**src/rtl/inst_prefetch_queue_if.sv**
```systemverilog
// rtl/inst_prefetch_queue_if.sv - pipeline and instruction-memory signals of the prefetch queue
interface inst_prefetch_queue_if #(
   parameter int ADDR_W = 16,
   parameter int DATA_W = 16
);
   logic              redirect;
   logic [ADDR_W-1:0] redirect_pc;
   logic              stall;
   logic              imem_req;
   logic [ADDR_W-1:0] imem_addr;
   logic              imem_gnt;
   logic              imem_rvalid;
   logic [DATA_W-1:0] imem_rdata;
   logic              inst_valid;
   logic [DATA_W-1:0] inst_out;
   logic [ADDR_W-1:0] pc_out;
   logic              consume;

   modport master (
      input  redirect, redirect_pc, stall, imem_gnt, imem_rvalid, imem_rdata,
      output imem_req, imem_addr, inst_valid, inst_out, pc_out, consume
   );

   modport slave (
      output redirect, redirect_pc, stall, imem_gnt, imem_rvalid, imem_rdata,
      input  imem_req, imem_addr, inst_valid, inst_out, pc_out, consume
   );
endinterface

```
**src/rtl/inst_prefetch_queue.sv**
```systemverilog
// rtl/inst_prefetch_queue.sv - credit-limited instruction prefetch queue feeding the IF stage
// Define PFQ_BYPASS_EN to forward a response into IF in the same cycle when the queue is empty.
module inst_prefetch_queue #(
   parameter int                DEPTH    = 4,
   parameter int                ADDR_W   = 16,
   parameter int                DATA_W   = 16,
   parameter logic [ADDR_W-1:0] RESET_PC = '0
) (
   input  logic                 clk,
   input  logic                 rst_n,
   inst_prefetch_queue_if.master bus
);
   localparam int IDX_W = $clog2(DEPTH);
   localparam int PTR_W = IDX_W + 1;
   localparam int CR_W  = PTR_W + 1;
   localparam logic [CR_W-1:0] DEPTH_C = CR_W'(DEPTH);

   typedef enum logic [1:0] {IDLE, FETCH, DRAIN} state_t;

   state_t            state_q, state_d;
   logic [PTR_W-1:0]  wr_ptr_q, wr_ptr_d, rd_ptr_q, rd_ptr_d;
   logic [PTR_W-1:0]  outst_q, outst_d, discard_q, discard_d;
   logic [IDX_W-1:0]  tag_wr_q, tag_rd_q;
   logic [ADDR_W-1:0] fetch_pc_q, fetch_pc_d;
   logic              req_q, req_d;
   logic              inst_valid_q, inst_valid_d;
   logic [DATA_W-1:0] inst_out_q, inst_out_d;
   logic [ADDR_W-1:0] pc_out_q, pc_out_d;

   logic [DATA_W-1:0] data_q [DEPTH];
   logic [ADDR_W-1:0] pc_q   [DEPTH];
   logic [ADDR_W-1:0] tag_q  [DEPTH];

   logic              issue, resp, keep, byp, push, pop, q_empty;
   logic [PTR_W-1:0]  count_d;
   logic [CR_W-1:0]   credit_d;
   logic [ADDR_W-1:0] tag_head;

   assign tag_head = tag_q[tag_rd_q];
   assign q_empty  = (wr_ptr_q == rd_ptr_q);
   assign issue    = req_q & bus.imem_gnt;
   // Responses with nothing outstanding are leftovers from before a reset.
   assign resp     = bus.imem_rvalid & (outst_q != '0);
   assign keep     = resp & (discard_q == '0) & ~bus.redirect;
`ifdef PFQ_BYPASS_EN
   assign byp      = keep & q_empty;
`else
   assign byp      = 1'b0;
`endif
   assign pop      = inst_valid_q & ~bus.stall;
   assign push     = keep & ~(byp & ~bus.stall);

   assign bus.imem_req   = req_q;
   assign bus.imem_addr  = fetch_pc_q;
   assign bus.inst_valid = inst_valid_q | byp;
   assign bus.inst_out   = byp ? bus.imem_rdata : inst_out_q;
   assign bus.pc_out     = byp ? tag_head : pc_out_q;
   assign bus.consume    = bus.inst_valid & ~bus.stall;

   always_comb begin
      wr_ptr_d   = wr_ptr_q + PTR_W'(push);
      rd_ptr_d   = rd_ptr_q + PTR_W'(pop);
      outst_d    = outst_q + PTR_W'(issue) - PTR_W'(resp);
      discard_d  = discard_q - PTR_W'(resp && (discard_q != '0));
      fetch_pc_d = issue ? fetch_pc_q + ADDR_W'(1) : fetch_pc_q;
      state_d    = state_q;
      case (state_q)
         IDLE:    state_d = FETCH;
         FETCH:   state_d = FETCH;
         DRAIN:   if (discard_d == '0) state_d = FETCH;
         default: state_d = IDLE;
      endcase
      // Everything still in flight, including a grant taken this cycle, becomes stale.
      if (bus.redirect) begin
         wr_ptr_d   = '0;
         rd_ptr_d   = '0;
         discard_d  = outst_d;
         fetch_pc_d = bus.redirect_pc;
         state_d    = (outst_d != '0) ? DRAIN : FETCH;
      end
      count_d  = wr_ptr_d - rd_ptr_d;
      credit_d = {1'b0, count_d} + {1'b0, outst_d};
      req_d    = (state_d == FETCH) && (credit_d < DEPTH_C);

      inst_valid_d = (wr_ptr_d != rd_ptr_d);
      inst_out_d   = inst_out_q;
      pc_out_d     = pc_out_q;
      if (inst_valid_d) begin
         if (push && (wr_ptr_q == rd_ptr_d)) begin
            inst_out_d = bus.imem_rdata;
            pc_out_d   = tag_head;
         end else begin
            inst_out_d = data_q[rd_ptr_d[IDX_W-1:0]];
            pc_out_d   = pc_q[rd_ptr_d[IDX_W-1:0]];
         end
      end else if (byp) begin
         inst_out_d = bus.imem_rdata;
         pc_out_d   = tag_head;
      end
   end

   always_ff @(posedge clk or negedge rst_n) begin
      if (!rst_n) begin
         state_q      <= IDLE;
         wr_ptr_q     <= '0;
         rd_ptr_q     <= '0;
         outst_q      <= '0;
         discard_q    <= '0;
         tag_wr_q     <= '0;
         tag_rd_q     <= '0;
         fetch_pc_q   <= RESET_PC;
         req_q        <= 1'b0;
         inst_valid_q <= 1'b0;
         inst_out_q   <= '0;
         pc_out_q     <= '0;
      end else begin
         state_q      <= state_d;
         wr_ptr_q     <= wr_ptr_d;
         rd_ptr_q     <= rd_ptr_d;
         outst_q      <= outst_d;
         discard_q    <= discard_d;
         fetch_pc_q   <= fetch_pc_d;
         req_q        <= req_d;
         inst_valid_q <= inst_valid_d;
         inst_out_q   <= inst_out_d;
         pc_out_q     <= pc_out_d;
         if (issue) tag_wr_q <= tag_wr_q + IDX_W'(1);
         if (resp)  tag_rd_q <= tag_rd_q + IDX_W'(1);
      end
   end

   always_ff @(posedge clk) begin
      if (issue) tag_q[tag_wr_q] <= fetch_pc_q;
      if (push) begin
         data_q[wr_ptr_q[IDX_W-1:0]] <= bus.imem_rdata;
         pc_q[wr_ptr_q[IDX_W-1:0]]   <= tag_head;
      end
   end
endmodule

```
**src/flat_wrapper.sv**
```systemverilog
// flat-port wrapper written by rule: the top's interface ports become plain ports
module inst_prefetch_queue_flat 
#(
   parameter int                DEPTH    = 4,
   parameter int                ADDR_W   = 16,
   parameter int                DATA_W   = 16,
   parameter logic [ADDR_W-1:0] RESET_PC = '0
)
  (clk, rst_n, bus_redirect, bus_redirect_pc, bus_stall, bus_imem_gnt, bus_imem_rvalid, bus_imem_rdata, bus_imem_req, bus_imem_addr, bus_inst_valid, bus_inst_out, bus_pc_out, bus_consume);
  inst_prefetch_queue_if #(.ADDR_W(ADDR_W), .DATA_W(DATA_W)) bus_i ();
  input  logic clk;
  input  logic rst_n;
  input wire logic [$bits(bus_i.redirect)-1:0] bus_redirect;
  input wire logic [$bits(bus_i.redirect_pc)-1:0] bus_redirect_pc;
  input wire logic [$bits(bus_i.stall)-1:0] bus_stall;
  input wire logic [$bits(bus_i.imem_gnt)-1:0] bus_imem_gnt;
  input wire logic [$bits(bus_i.imem_rvalid)-1:0] bus_imem_rvalid;
  input wire logic [$bits(bus_i.imem_rdata)-1:0] bus_imem_rdata;
  output wire logic [$bits(bus_i.imem_req)-1:0] bus_imem_req;
  output wire logic [$bits(bus_i.imem_addr)-1:0] bus_imem_addr;
  output wire logic [$bits(bus_i.inst_valid)-1:0] bus_inst_valid;
  output wire logic [$bits(bus_i.inst_out)-1:0] bus_inst_out;
  output wire logic [$bits(bus_i.pc_out)-1:0] bus_pc_out;
  output wire logic [$bits(bus_i.consume)-1:0] bus_consume;
  assign bus_i.redirect = bus_redirect;
  assign bus_i.redirect_pc = bus_redirect_pc;
  assign bus_i.stall = bus_stall;
  assign bus_i.imem_gnt = bus_imem_gnt;
  assign bus_i.imem_rvalid = bus_imem_rvalid;
  assign bus_i.imem_rdata = bus_imem_rdata;
  assign bus_imem_req = bus_i.imem_req;
  assign bus_imem_addr = bus_i.imem_addr;
  assign bus_inst_valid = bus_i.inst_valid;
  assign bus_inst_out = bus_i.inst_out;
  assign bus_pc_out = bus_i.pc_out;
  assign bus_consume = bus_i.consume;
  inst_prefetch_queue #(.DEPTH(DEPTH), .ADDR_W(ADDR_W), .DATA_W(DATA_W), .RESET_PC(RESET_PC)) u_core (.clk(clk), .rst_n(rst_n), .bus(bus_i));
endmodule
```
**config.mk**
```make
export PLATFORM = sky130hd
export DESIGN_NAME = inst_prefetch_queue_flat
export DESIGN_NICKNAME = d
export VERILOG_FILES = /design/src/rtl/inst_prefetch_queue_if.sv /design/src/rtl/inst_prefetch_queue.sv /design/src/flat_wrapper.sv
export SDC_FILE = /design/constraint.sdc
export NUM_CORES = 1
export LEC_CHECK = 0
export CORE_MARGIN = 1.5
export CORE_UTILIZATION = 50
export DETAILED_ROUTE_END_ITERATION = 12
export MAX_ROUTING_LAYER = met4
export PLACE_DENSITY = 0.77
export SLEW_MARGIN = 5
export SYNTH_ARGS = -nofsm -noshare
export SYNTH_HDL_FRONTEND = slang
export SYNTH_SLANG_ARGS = --single-unit
```
**constraint.sdc**
```tcl
create_clock -name clk -period 7.1 [get_ports clk]
set_input_delay 1.065 -clock clk [delete_from_list [all_inputs] [get_ports clk]]
set_output_delay 1.065 -clock clk [all_outputs]
set_load 0.02 [all_outputs]
```
==> impl_metrics.yaml <==
logic_synthesis:
  synth-async-reset-ratio_pct: 26.2
  netlist.area_leader.share_pct: 53.7
  synth_most_common_cell: "edfxtp_1"
  synth_cell_types: 38
  synth_largest_area_cell: "edfxtp_1"
  ys_ff_latch: 260
  syn_area_per_cell_um2: 15.4
  synth.net_count: 756
  syn_area_um2: 10700
  yosysSeqAreaShare_pct: 69.5
  synthTopCellsByArea: "edfxtp_1, dfrtp_1, mux2i_1, mux2_2, mux4_2"
  synth-edff-count: 192
  yosys_warnings: 0
  ys.flop_type: "edfxtp_1"
  synth_common_cells: "edfxtp_1, dfrtp_1, mux2i_1, nand2_1, nor2_1"
  synthCells: 699
clock_network:
  cts_root_buf: "clkbuf_16"
  cts_resized: 0
  clock_sinks: 260
  cts_tree: "built"
  clockBufferDepth: 3
  numCtsBuffers: 26
  clk_pin_slew_worst_paths_ns: 0.06
  ctsHoldBuffers: 0
  cts_setup_buffers: 0
  h-tree-depth: 1
  clk_latency_ns: 0.52
floorplanning:
  start_util_pct: 51.1
  die_h_um: 150
  fp.dieW_um: 150
  dieArea_um2: 22400
  num_io_pins: 89
  core_area_um2: 21000
  row_count: 53
worst_setup_path:
  critical_path_required_ns: 7.54
  slowest_stage: "buf_2"
  crit_type: "in2reg"
  start_kind: "input port"
  crit_family: "buffers and inverters"
  cp_common_cell: "ha_1"
  crit_path_end_kind: "register"
  crit_arrival_ns: 4.10
  path_buf_inv: 3
  slowest_delay_ns: 0.65
  crit_chain: "buf_2 -> nand2b_1 -> nor2_1 -> ha_1 -> ha_1 -> nand2b_1 -> inv_1 -> ha_1 -> o211ai_1 -> buf_4 -> nor2_1 -> a21oi_1"
  cp_max_fo: 65
placed_design:
  io_buffers: 88
  dp_cells: 1037
  dp_hpwl_um: 11900
  routabilityCongestion: 0.731
final_layout:
  area_growth_syn_to_layout_pct: 17.6
  fillers: 1579
  antenna_cells: 0
  utilization_pct: 60.1
  stdcell_count: 1085
  final_layout_size_suffix_gt1_share_pct: 12.6
  fin_nets: 847
flow_run:
  maxCapViolCount: 0
timing:
  tns_ns: 0
  fmax_ghz: 0.273
  fin_skew_ns: 0.0131
  tightest_slew_ns: 1.04
  maxSlewViolCount: 0
  finalSetupViolCount: 0
  fin_crit_sh_pct: 51.6
  hold_slack_ns: 0.474
  period_needed_ns: 3.66
  slew_headroom_pct: 30.6
  hold_viol_final: 0
  grt_setup_unrepaired: "false"
pwr:
  power.density_nw_per_um2: 348
  pwr-share-clk_pct: 28.9
  swShare_pct: 28.7
  p_sw_mw: 1.26
  max-vdd-ir-drop_mv: 0.166
  p_comb_share_pct: 24.5
  seqPwrFrac_pct: 46.7
  leakage_nw: 4.61
  fin_total_pwr_mw: 4.40
  internal_power_mw: 3.13
grt:
  grt_pass1_vias: 6075
  grt_max_degree: 69
  grt_pass1_wl_um: 31900
  overflow: 0
  grt_use_total_pct: 18.9
  grt_antenna_before_repair: 0
detailed_routing:
  wire_per_inst_um: 18.2
  viasPerCell: 5.36
  drc: 0
  dr.pass1.iters: 4
  drt_iter0_markers: 278
  routed_wl_um: 19700
  vias: 5818
  ant_nets: 0
worst_hold_path:
  hp-class: "reg2reg"
run_status:
  status: "finished, final reports clean"
-- layout make-up --
class                   count  area (um2)  area share (%)
flip-flops and latches    260        7470            59.1
multi-input cells         386        3010            23.8
repair buffers             98         948            7.51
clock buffers              35         716            5.67
well taps                 275         344            2.72
clock inverters            13        78.8           0.624
inverters                  18        67.6           0.535
-- power groups by stage --
stage	combinational (mW)	clock, mW	sequential (mW)
2_1_floorplan	0.611	0	2.14
3_3_place_gp	1.06	0	2.08
3_5_place_dp	1.08	0	2.09
4_1_cts	1.09	1.30	2.06
5_1_grt	1.18	1.35	2.08
6_report	1.08	1.27	2.05
-- flip-flops by register name (all words and copies together) (netlist names) --
register / flops
u_core.tag_rd_q: 2
u_core.bus.inst_valid: 1
u_core.bus.imem_req: 1
u_core.outst_q: 3
u_core.wr_ptr_q: 3
u_core.discard_q: 3
u_core.tag_wr_q: 2
u_core.state_q: 2
u_core.data_q: 64
u_core.pc_q: 64
u_core.bus.inst_out: 16
u_core.rd_ptr_q: 3
u_core.bus.pc_out: 16
u_core.tag_q: 64
u_core.bus.imem_addr: 16
-- layout by cell type, fill, tap and decap left out, drive strengths merged --
cell           netlist  final
and4                 2      2
nand4                3      3
ha                  17     17
dfrtp               68     68
o31ai                2      2
nand2b               3      3
xor2                11     11
mux4                16     16
nor2b                5      5
nor4b                2      2
a2111o               1      1
inv                 18     18
xnor2               16     16
nor4                 1      1
o311a                1      1
nand2               59     59
a21oi               32     32
bufinv               0      1
nor2                43     43
clkbuf              11     35
clkdlybuf4s50        0     86
clkinv               0     12
a32oi                1      1
mux2                33     33
nor3                 5      5
edfxtp             192    192
nand3                5      5
o21ai               52     52
mux2i               67     67
fa                   2      2
buf                 24     12
o211ai               1      1
and3                 6      6
-- path summary, 6_finish.rpt --
check	from	to	slack, ns	cells past startpoint
max in group asynchronous	rst_n	u_core.bus.pc_out[11]	5.77	1
worst min-delay path	u_core.state_q[0]	u_core.state_q[1]	0.47	1
worst max-delay path	bus_redirect	u_core.bus.inst_out[4]	3.44	12
min in group asynchronous	rst_n	u_core.bus.imem_addr[12]	0.69	1
worst min register to register	u_core.state_q[0]	u_core.state_q[1]	0.47	1
worst max register to register	u_core.outst_q[1]	u_core.bus.imem_req	3.67	12
-- worst reg2reg max path, cell delays in order, from the launching register on --
cell and delay [ns]:
dfrtp_1 0.43, o31ai_2 0.71, inv_1 0.14, ha_1 0.32, inv_1 0.06, ha_1 0.13
inv_1 0.05, fa_1 0.38, xnor2_1 0.15, xnor2_1 0.35, ha_1 0.30, nor3_1 0.17
o311a_1 0.17
-- metal layers --
layer  part of all wire [%]  wire [um]  GRT usage [%]
met1                     42       8330           24.1
met2                     52      10200           32.5
met3                    4.7        931           2.96
met4                    1.5        290           3.61
met5                      0          0              -
-- stage by stage --
stage | setup WS (ns) | instance area, um2
after floorplan | 1.81 | 10700
after global placement | 2.99 | 11800
after detailed placement | 2.89 | 11800
after CTS | 3.45 | 12600
after global routing | 3.15 | 12600
final | 3.44 | 12600
-- cells by family after synthesis --
| kind of cell | after synthesis | share of synthesized area (%) |
|---|---|---|
| compound gates | 90 | 4.45 |
| xor+xnor | 27 | 2.38 |
| fa+ha+maj | 19 | 2.35 |
| buf+inv | 53 | 2.76 |
| flops | 260 | 69.5 |
| mux | 116 | 13.1 |
| simple gates | 134 | 5.46 |
Power figures use the tool's default switching activity.
